===== config.mk =====
export PLATFORM = sky130hd
export DESIGN_NAME = axil_master_port_flat
export DESIGN_NICKNAME = d
export VERILOG_FILES = /design/src/rtl/axil_pkg.sv /design/src/rtl/axil_master_port_if.sv /design/src/rtl/axil_master_port.sv /design/src/flat_wrapper.sv
export SDC_FILE = /design/constraint.sdc
export NUM_CORES = 1
export LEC_CHECK = 0
export BUFFER_PORTS_ARGS = -buffer_cell sky130_fd_sc_hd__buf_2
export CAP_MARGIN = 20
export CORE_MARGIN = 8
export CORE_UTILIZATION = 40
export DETAILED_ROUTE_END_ITERATION = 6
export HOLD_SLACK_MARGIN = 0.02
export MAX_ROUTING_LAYER = met4
export PLACE_DENSITY = 0.76
export SETUP_SLACK_MARGIN = 0.2
export SYNTH_ARGS = -nofsm -noshare
export SYNTH_HDL_FRONTEND = slang
export SYNTH_SLANG_ARGS = --single-unit

===== constraint.sdc =====
create_clock -name clk -period 2.9 [get_ports clk]
set_input_delay 0.29 -clock clk [delete_from_list [all_inputs] [get_ports clk]]
set_output_delay 0.29 -clock clk [all_outputs]
set_load 0.02 [all_outputs]

===== src/rtl/axil_pkg.sv =====
// Shared AXI4-Lite definitions: response codes, protection default and the
// master FSM state encoding used by axil_master_port.
package axil_pkg;

  localparam logic [1:0] RESP_OKAY   = 2'b00;
  localparam logic [1:0] RESP_EXOKAY = 2'b01;
  localparam logic [1:0] RESP_SLVERR = 2'b10;
  localparam logic [1:0] RESP_DECERR = 2'b11;

  // Unprivileged, secure, data access for every request.
  localparam logic [2:0] PROT_DEFAULT = 3'b000;

  typedef enum logic [2:0] {
    ST_IDLE    = 3'd0,
    ST_WR_REQ  = 3'd1,
    ST_WR_RESP = 3'd2,
    ST_RD_REQ  = 3'd3,
    ST_RD_DATA = 3'd4
  } state_t;

endpackage


===== src/rtl/axil_master_port_if.sv =====
// AXI4-Lite bus bundle. The master modport drives requests and ready for the
// response channels; the slave modport is the mirror image.
interface axil_master_port_if #(
  parameter int DATA_WIDTH = 32,
  parameter int ADDR_WIDTH = 5
);
  localparam int STRB_WIDTH = DATA_WIDTH / 8;

  logic [ADDR_WIDTH-1:0] awaddr;
  logic [2:0]            awprot;
  logic                  awvalid;
  logic                  awready;
  logic [DATA_WIDTH-1:0] wdata;
  logic [STRB_WIDTH-1:0] wstrb;
  logic                  wvalid;
  logic                  wready;
  logic [1:0]            bresp;
  logic                  bvalid;
  logic                  bready;
  logic [ADDR_WIDTH-1:0] araddr;
  logic [2:0]            arprot;
  logic                  arvalid;
  logic                  arready;
  logic [DATA_WIDTH-1:0] rdata;
  logic [1:0]            rresp;
  logic                  rvalid;
  logic                  rready;

  modport master (
    output awaddr, awprot, awvalid, input awready,
    output wdata, wstrb, wvalid,    input wready,
    input  bresp, bvalid,           output bready,
    output araddr, arprot, arvalid, input arready,
    input  rdata, rresp, rvalid,    output rready
  );

  modport slave (
    input  awaddr, awprot, awvalid, output awready,
    input  wdata, wstrb, wvalid,    output wready,
    output bresp, bvalid,           input bready,
    input  araddr, arprot, arvalid, output arready,
    output rdata, rresp, rvalid,    input rready
  );

endinterface


===== src/rtl/axil_master_port.sv =====
// Single-outstanding AXI4-Lite master. A user command (read or write) is
// registered on acceptance and turned into AW/W/B or AR/R traffic; the result
// comes back as a one-cycle rsp_valid pulse with data and response code.
// Every AXI output is a flop, so there is no combinational path from the bus
// inputs back to the bus outputs.
// Optional feature: define AXIL_MASTER_TIMEOUT_EN to add a sticky watchdog
// flag o_timeout that sets after TIMEOUT_CYC cycles spent outside IDLE.
module axil_master_port
  import axil_pkg::*;
#(
  parameter int DATA_WIDTH  = 32,
  parameter int ADDR_WIDTH  = 5,
  parameter int TIMEOUT_CYC = 1024
) (
  input  logic                         clk,
  input  logic                         rst,
  input  logic                         i_cmd_valid,
  output logic                         o_cmd_ready,
  input  logic                         i_cmd_write,
  input  logic [ADDR_WIDTH-1:0]        i_cmd_addr,
  input  logic [DATA_WIDTH-1:0]        i_cmd_wdata,
  input  logic [DATA_WIDTH/8-1:0]      i_cmd_wstrb,
  output logic                         o_rsp_valid,
  output logic [DATA_WIDTH-1:0]        o_rsp_rdata,
  output logic [1:0]                   o_rsp_resp,
  axil_master_port_if.master           m_axil
`ifdef AXIL_MASTER_TIMEOUT_EN
  ,
  output logic                         o_timeout
`endif
);

  localparam int STRB_WIDTH = DATA_WIDTH / 8;

  state_t                r_state;
  logic                  r_cmd_ready;
  logic [ADDR_WIDTH-1:0] r_addr;
  logic [DATA_WIDTH-1:0] r_wdata;
  logic [STRB_WIDTH-1:0] r_wstrb;
  logic                  r_awvalid;
  logic                  r_wvalid;
  logic                  r_bready;
  logic                  r_arvalid;
  logic                  r_rready;
  logic                  r_rsp_valid;
  logic [DATA_WIDTH-1:0] r_rsp_rdata;
  logic [1:0]            r_rsp_resp;

  // A channel counts as done once its valid is already low or is being
  // accepted this cycle; AW and W are tracked independently.
  logic w_aw_hs;
  logic w_w_hs;
  logic w_aw_done;
  logic w_w_done;

  assign w_aw_hs   = r_awvalid && m_axil.awready;
  assign w_w_hs    = r_wvalid  && m_axil.wready;
  assign w_aw_done = !r_awvalid || m_axil.awready;
  assign w_w_done  = !r_wvalid  || m_axil.wready;

  // Command FSM with all bus and user outputs registered.
  always_ff @(posedge clk) begin
    if (rst) begin
      r_state     <= ST_IDLE;
      r_cmd_ready <= 1'b1;
      r_addr      <= '0;
      r_wdata     <= '0;
      r_wstrb     <= '0;
      r_awvalid   <= 1'b0;
      r_wvalid    <= 1'b0;
      r_bready    <= 1'b0;
      r_arvalid   <= 1'b0;
      r_rready    <= 1'b0;
      r_rsp_valid <= 1'b0;
      r_rsp_rdata <= '0;
      r_rsp_resp  <= RESP_OKAY;
    end else begin
      r_rsp_valid <= 1'b0;
      // Ready returns the cycle after the completion pulse, so a command held
      // across a completion is taken one cycle after rsp_valid.
      if (r_rsp_valid) r_cmd_ready <= 1'b1;

      case (r_state)
        ST_IDLE: begin
          if (i_cmd_valid && r_cmd_ready) begin
            r_cmd_ready <= 1'b0;
            r_addr      <= i_cmd_addr;
            if (i_cmd_write) begin
              r_wdata   <= i_cmd_wdata;
              r_wstrb   <= i_cmd_wstrb;
              r_awvalid <= 1'b1;
              r_wvalid  <= 1'b1;
              r_state   <= ST_WR_REQ;
            end else begin
              r_arvalid <= 1'b1;
              r_state   <= ST_RD_REQ;
            end
          end
        end

        ST_WR_REQ: begin
          if (w_aw_hs) r_awvalid <= 1'b0;
          if (w_w_hs)  r_wvalid  <= 1'b0;
          if (w_aw_done && w_w_done) begin
            r_bready <= 1'b1;
            r_state  <= ST_WR_RESP;
          end
        end

        ST_WR_RESP: begin
          if (m_axil.bvalid) begin
            r_bready    <= 1'b0;
            r_rsp_resp  <= m_axil.bresp;
            r_rsp_valid <= 1'b1;
            r_state     <= ST_IDLE;
          end
        end

        ST_RD_REQ: begin
          if (m_axil.arready) begin
            r_arvalid <= 1'b0;
            r_rready  <= 1'b1;
            r_state   <= ST_RD_DATA;
          end
        end

        ST_RD_DATA: begin
          if (m_axil.rvalid) begin
            r_rready    <= 1'b0;
            r_rsp_rdata <= m_axil.rdata;
            r_rsp_resp  <= m_axil.rresp;
            r_rsp_valid <= 1'b1;
            r_state     <= ST_IDLE;
          end
        end

        default: begin
          r_awvalid <= 1'b0;
          r_wvalid  <= 1'b0;
          r_bready  <= 1'b0;
          r_arvalid <= 1'b0;
          r_rready  <= 1'b0;
          r_state   <= ST_IDLE;
        end
      endcase
    end
  end

`ifdef AXIL_MASTER_TIMEOUT_EN
  localparam int            TW   = $clog2(TIMEOUT_CYC + 1);
  localparam logic [TW-1:0] TLIM = TW'(TIMEOUT_CYC);

  logic [TW-1:0] r_tcnt;
  logic          r_timeout;

  // Watchdog: count busy cycles, saturate at the limit, flag stays set until rst.
  always_ff @(posedge clk) begin
    if (rst) begin
      r_tcnt    <= '0;
      r_timeout <= 1'b0;
    end else if (r_state == ST_IDLE) begin
      r_tcnt <= '0;
    end else if (r_tcnt != TLIM) begin
      r_tcnt <= r_tcnt + TW'(1);
      if (r_tcnt == TLIM - TW'(1)) r_timeout <= 1'b1;
    end
  end

  assign o_timeout = r_timeout;
`endif

  assign o_cmd_ready    = r_cmd_ready;
  assign o_rsp_valid    = r_rsp_valid;
  assign o_rsp_rdata    = r_rsp_rdata;
  assign o_rsp_resp     = r_rsp_resp;

  assign m_axil.awaddr  = r_addr;
  assign m_axil.awprot  = PROT_DEFAULT;
  assign m_axil.awvalid = r_awvalid;
  assign m_axil.wdata   = r_wdata;
  assign m_axil.wstrb   = r_wstrb;
  assign m_axil.wvalid  = r_wvalid;
  assign m_axil.bready  = r_bready;
  assign m_axil.araddr  = r_addr;
  assign m_axil.arprot  = PROT_DEFAULT;
  assign m_axil.arvalid = r_arvalid;
  assign m_axil.rready  = r_rready;

endmodule


===== src/flat_wrapper.sv =====
// flat-port wrapper written by rule: the top's interface ports become plain ports
module axil_master_port_flat import axil_pkg::*;
#(
  parameter int DATA_WIDTH  = 32,
  parameter int ADDR_WIDTH  = 5,
  parameter int TIMEOUT_CYC = 1024
)
  (clk, rst, i_cmd_valid, o_cmd_ready, i_cmd_write, i_cmd_addr, i_cmd_wdata, i_cmd_wstrb, o_rsp_valid, o_rsp_rdata, o_rsp_resp, m_axil_awaddr, m_axil_awprot, m_axil_awvalid, m_axil_awready, m_axil_wdata, m_axil_wstrb, m_axil_wvalid, m_axil_wready, m_axil_bresp, m_axil_bvalid, m_axil_bready, m_axil_araddr, m_axil_arprot, m_axil_arvalid, m_axil_arready, m_axil_rdata, m_axil_rresp, m_axil_rvalid, m_axil_rready);
  axil_master_port_if #(.DATA_WIDTH(DATA_WIDTH), .ADDR_WIDTH(ADDR_WIDTH)) m_axil_i ();
  input  logic clk;
  input  logic rst;
  input  logic i_cmd_valid;
  output logic o_cmd_ready;
  input  logic i_cmd_write;
  input  logic [ADDR_WIDTH-1:0] i_cmd_addr;
  input  logic [DATA_WIDTH-1:0] i_cmd_wdata;
  input  logic [DATA_WIDTH/8-1:0] i_cmd_wstrb;
  output logic o_rsp_valid;
  output logic [DATA_WIDTH-1:0] o_rsp_rdata;
  output logic [1:0] o_rsp_resp;
  output wire logic [$bits(m_axil_i.awaddr)-1:0] m_axil_awaddr;
  output wire logic [$bits(m_axil_i.awprot)-1:0] m_axil_awprot;
  output wire logic [$bits(m_axil_i.awvalid)-1:0] m_axil_awvalid;
  input wire logic [$bits(m_axil_i.awready)-1:0] m_axil_awready;
  output wire logic [$bits(m_axil_i.wdata)-1:0] m_axil_wdata;
  output wire logic [$bits(m_axil_i.wstrb)-1:0] m_axil_wstrb;
  output wire logic [$bits(m_axil_i.wvalid)-1:0] m_axil_wvalid;
  input wire logic [$bits(m_axil_i.wready)-1:0] m_axil_wready;
  input wire logic [$bits(m_axil_i.bresp)-1:0] m_axil_bresp;
  input wire logic [$bits(m_axil_i.bvalid)-1:0] m_axil_bvalid;
  output wire logic [$bits(m_axil_i.bready)-1:0] m_axil_bready;
  output wire logic [$bits(m_axil_i.araddr)-1:0] m_axil_araddr;
  output wire logic [$bits(m_axil_i.arprot)-1:0] m_axil_arprot;
  output wire logic [$bits(m_axil_i.arvalid)-1:0] m_axil_arvalid;
  input wire logic [$bits(m_axil_i.arready)-1:0] m_axil_arready;
  input wire logic [$bits(m_axil_i.rdata)-1:0] m_axil_rdata;
  input wire logic [$bits(m_axil_i.rresp)-1:0] m_axil_rresp;
  input wire logic [$bits(m_axil_i.rvalid)-1:0] m_axil_rvalid;
  output wire logic [$bits(m_axil_i.rready)-1:0] m_axil_rready;
  assign m_axil_awaddr = m_axil_i.awaddr;
  assign m_axil_awprot = m_axil_i.awprot;
  assign m_axil_awvalid = m_axil_i.awvalid;
  assign m_axil_i.awready = m_axil_awready;
  assign m_axil_wdata = m_axil_i.wdata;
  assign m_axil_wstrb = m_axil_i.wstrb;
  assign m_axil_wvalid = m_axil_i.wvalid;
  assign m_axil_i.wready = m_axil_wready;
  assign m_axil_i.bresp = m_axil_bresp;
  assign m_axil_i.bvalid = m_axil_bvalid;
  assign m_axil_bready = m_axil_i.bready;
  assign m_axil_araddr = m_axil_i.araddr;
  assign m_axil_arprot = m_axil_i.arprot;
  assign m_axil_arvalid = m_axil_i.arvalid;
  assign m_axil_i.arready = m_axil_arready;
  assign m_axil_i.rdata = m_axil_rdata;
  assign m_axil_i.rresp = m_axil_rresp;
  assign m_axil_i.rvalid = m_axil_rvalid;
  assign m_axil_rready = m_axil_i.rready;
  axil_master_port #(.DATA_WIDTH(DATA_WIDTH), .ADDR_WIDTH(ADDR_WIDTH), .TIMEOUT_CYC(TIMEOUT_CYC)) u_core (.clk(clk), .rst(rst), .i_cmd_valid(i_cmd_valid), .o_cmd_ready(o_cmd_ready), .i_cmd_write(i_cmd_write), .i_cmd_addr(i_cmd_addr), .i_cmd_wdata(i_cmd_wdata), .i_cmd_wstrb(i_cmd_wstrb), .o_rsp_valid(o_rsp_valid), .o_rsp_rdata(o_rsp_rdata), .o_rsp_resp(o_rsp_resp), .m_axil(m_axil_i));
endmodule

==> parameters.txt <==
Parameter                              Value

Die
  Starting density of the core ... about two fifths
  Boundary pin count ... 179
  Area inside the core boundary ... approximately 8000 µm²
  Overall die area ... 11400 µm²
  Site row count ... 33
  Die extent in y ... approximately 110 µm
  Die Span X ... 107 µm

Pwr
  Share of power burned in combinational logic ... between 10% and 20%
  Power density cells ... roughly 590 nW/µm²
  Standby leakage power ... around 2.0 nW
  Seq pwr share ... just over 50%
  Peak supply drop ... 0.200 mV
  Power share of the clock group ... a little under a third
  Net load switching power ... about 0.7 mW
  Internal cell power ... ~1.8 mW
  Sw Ratio ... between 20% and 30%

Global route
  GR Util All Layers ... about 16%
  Wire length of the first global-routing pass ... about 14 mm
  Total global routing overflow ... 0
  Initial antenna violation count ... 0
  Maximum number of pins on one net before global-route repair ... 50
  Via count of the first global-routing pass ... a little over 3000

Finish
  Area grow syn2layout ... 30.4%
  Antenna cells ... 0
  Fraction of layout cells with a size suffix above 1 ... about a third
  Total area of multi-input combinational cells ... ~1300 µm²
  Fin util ... 53.0%
  Final instance count without filler cells ... 670
  Most frequent cells in the layout ... buf_2 (172), nand2_1 (139), dfxtp_1 (85)
  Final #Nets ... about 650
  Number of fillers in the final layout ... around 800
  Area taken by flip-flops and latches ... about 1700 µm²
  Most common cell after layout, fill and taps aside ... buf_2

Setup path
  Category of the critical setup timing path ... register to register
  Kind of cell adding the most delay to the critical path ... simple AND/OR/NAND/NOR gates
  Ordered cell list for the critical path ... or3b_4 -> nor2_4 -> nand2_1 -> a21oi_1
  Required arrival time at the worst endpoint ... approximately 3.2 ns
  Buffers plus inverters on the worst setup path ... 0
  Master of the slowest instance on the critical path ... dfxtp_1
  Worst Path Max Fanout ... 32
  Crit path capture type ... register
  Startpoint type of the worst setup path ... register
  Worst setup path start ... u_core.r_state[2]
  Slack of the worst reg-to-reg path ... about 0.83 ns
  Worst reg2reg path startpoint ... u_core.r_state[2]
  Arrival time at the worst endpoint ... about 2.3 ns
  CP peak stage delay ... ~0.65 ns

Logic synthesis
  Compound-Gate Fraction of Synth Area ... a little over an eighth
  Synthesized area per cell ... slightly above 8 µm²
  Arithmetic-cell share of the synthesized area counting full adders, half adders and majority gates ... 0%
  Xor and xnor area share after synthesis ... 0%
  Multiplexer share of the synthesized area ... under 10%
  Count of cell types in the netlist ... 33
  Synth Cell Area ... between 3000 and 4000 µm²
  Simple-Gate Fraction of Synth Area ... a little under a quarter
  Dominant combinational cell family by area after synthesis ... simple AND/OR/NAND/NOR gates
  Warnings, synthesis ... 0
  Share of the yosys chip area belonging to registers ... ~52%
  Number of instances in the synthesized netlist ... roughly 410
  Register bit count reported by yosys ... 85

Timing
  Minimum clock period after layout ... 2.07 ns
  Fin worst setup slack ... approximately 0.83 ns
  Setup repair after global routing missed its margin ... false
  Final setup fails ... 0
  Worst-case headroom to the max-slew limit ... 38.4%
  Number of pins exceeding their max-slew limit in the final report ... 0
  Accumulated negative setup slack ... 0 ns
  Final worst path period share ... 71.2%
  Final number of hold-violating endpoints ... 0
  Maximum clock skew at final layout ... 0.0121 ns
  Highest attainable clock frequency ... between 0.4 and 0.5 GHz
  Post-route worst hold slack ... 0.171 ns
  Worst slew pin tran ... 0.923 ns

Route
  Routed via count ... about 3200
  Post-detailed-route via-to-cell ratio ... around 4.7
  # DRC ... 0
  Detail Route Antenna Nets ... 0
  TritonRoute pass-1 iters ... 4
  WL/cell ... about 14 µm
  Total length of routed wires ... 9.15 mm
  Number of violations reported at the end of detailed-routing iteration 0 ... 104

Clocking
  Clock latency reported for the late side of the worst-skew pair ... 0.35 ns
  CTS tree ... built
  # resized after CTS ... 0
  Maximum root-to-sink buffer count ... 2
  TritonCTS sink count ... 85
  Hold-fix buffers, CTS ... 0
  Post-CTS setup repair buffer count ... 0
  Clock root buffer ... clkbuf_8
  Number of clock buffers inserted by TritonCTS ... 9
  Maximum level of the CTS H-tree ... 3
  Clock transition at path regs ... around 0.08 ns

Placed design
  Cell total after placement ... about 650
  Placed wire-length estimate ... between 6 and 7 mm
  Placement Setup Slack ... approximately 0.83 ns
  RePlAce Congestion ... a little over 0.8
  Count of input and output buffers ... between 150 and 200

Flow run
  Number of max-capacitance violations reported ... 0

Hold path
  Worst hold path type ... input pin to register
  Hold path start ... i_cmd_wstrb[1]

Outcome
  Status ... finished clean
==> cells by family after synthesis <==
| family | count (synthesis) |
|---|---|
| simple gates | 180 |
| flops | 85 |
| compound gates | 84 |
| buf+inv | 44 |
| mux | 11 |
| other cells | 1 |
==> layout make-up <==
type                       count  share of cell area, %
clock buffer                  12                   3.15
clock inverter                 4                   1.14
inverter                       6                  0.525
multi-input combinational    281                   31.2
sequential                    85                   39.7
tap                          105                   3.06
timing repair buffer         177                   21.2
==> worst register-to-register path, delay by kind of cell (launching register included) <==
kind               cells  cell delay (ns)
DFF                    1             0.65
and+or+nand+nor        3             1.21
AOI/OAI and AO/OA      1             0.15
==> state kept, by name (all words and copies together), names as in the netlist <==
name and cells:
u_core.o_cmd_ready 1, u_core.m_axil.wstrb 4, u_core.m_axil.araddr 5, u_core.o_rsp_valid 1, u_core.m_axil.arvalid 1, u_core.o_rsp_resp 2, u_core.m_axil.bready 1, u_core.m_axil.rready 1
u_core.o_rsp_rdata 32, u_core.m_axil.wdata 32, u_core.r_state 3, u_core.m_axil.wvalid 1, u_core.m_axil.awvalid 1
==> worst paths after layout <==
check / to / cells after the start
min reg2reg: u_core.o_rsp_rdata[3] / 2
min: u_core.m_axil.wstrb[1] / 3
max reg2reg: u_core.o_rsp_rdata[29] / 4
max: u_core.o_rsp_rdata[29] / 4
==> per-layer routing <==
layer  part of all wire (%)  track usage (%)
met1                     43             17.2
met2                     46             25.4
met3                    9.3             6.66
met4                   0.95             5.33
met5                      0                -
==> cell usage after synthesis <==
cell / count / area, µm²
nand2_1: 139 / 522
dfxtp_1: 85 / 1700
a21oi_1: 71 / 355
nor2_1: 19 / 71.3
buf_4: 14 / 105
clkbuf_1: 14 / 52.6
mux2i_1: 9 / 90.1
buf_6: 6 / 67.6
inv_1: 6 / 22.5
nor3_1: 5 / 25.0
buf_2: 4 / 20.0
o21ai_0: 4 / 20.0
and3b_1: 3 / 26.3
nand2b_1: 3 / 18.8
a21oi_2: 2 / 17.5
mux2_4: 2 / 30.0
nand3_1: 2 / 10.0
nand4_1: 2 / 12.5
a2111oi_0: 1 / 8.76
a211oi_1: 1 / 7.51
a2bb2oi_1: 1 / 8.76
a31oi_1: 1 / 6.26
and3_1: 1 / 6.26
and4_1: 1 / 8.76
conb_1: 1 / 3.75
nor2_4: 1 / 11.3
nor2b_1: 1 / 6.26
nor3_2: 1 / 10.0
nor4b_1: 1 / 8.76
o21bai_1: 1 / 7.51
o22ai_1: 1 / 6.26
o2bb2ai_1: 1 / 8.76
or3b_4: 1 / 11.3
==> through the flow <==
| step | total power [mW] | instance area (µm²) |
|---|---|---|
| global route | 2.66 | 4290 |
| CTS | 2.55 | 4290 |
| detailed placement | 1.76 | 4100 |
| floorplan | 1.61 | 3310 |
| finish | 2.52 | 4290 |
| global placement | 1.74 | 4100 |
==> power by group through the flow <==
stage / Sequential (mW) / Combinational (mW) / Clock (mW)
6_report: 1.28 / 0.445 / 0.792
3_5_place_dp: 1.31 / 0.448 / 0
5_1_grt: 1.29 / 0.485 / 0.884
3_3_place_gp: 1.30 / 0.439 / 0
2_1_floorplan: 1.37 / 0.249 / 0
4_1_cts: 1.28 / 0.450 / 0.822
Power figures use the tool's default switching activity.
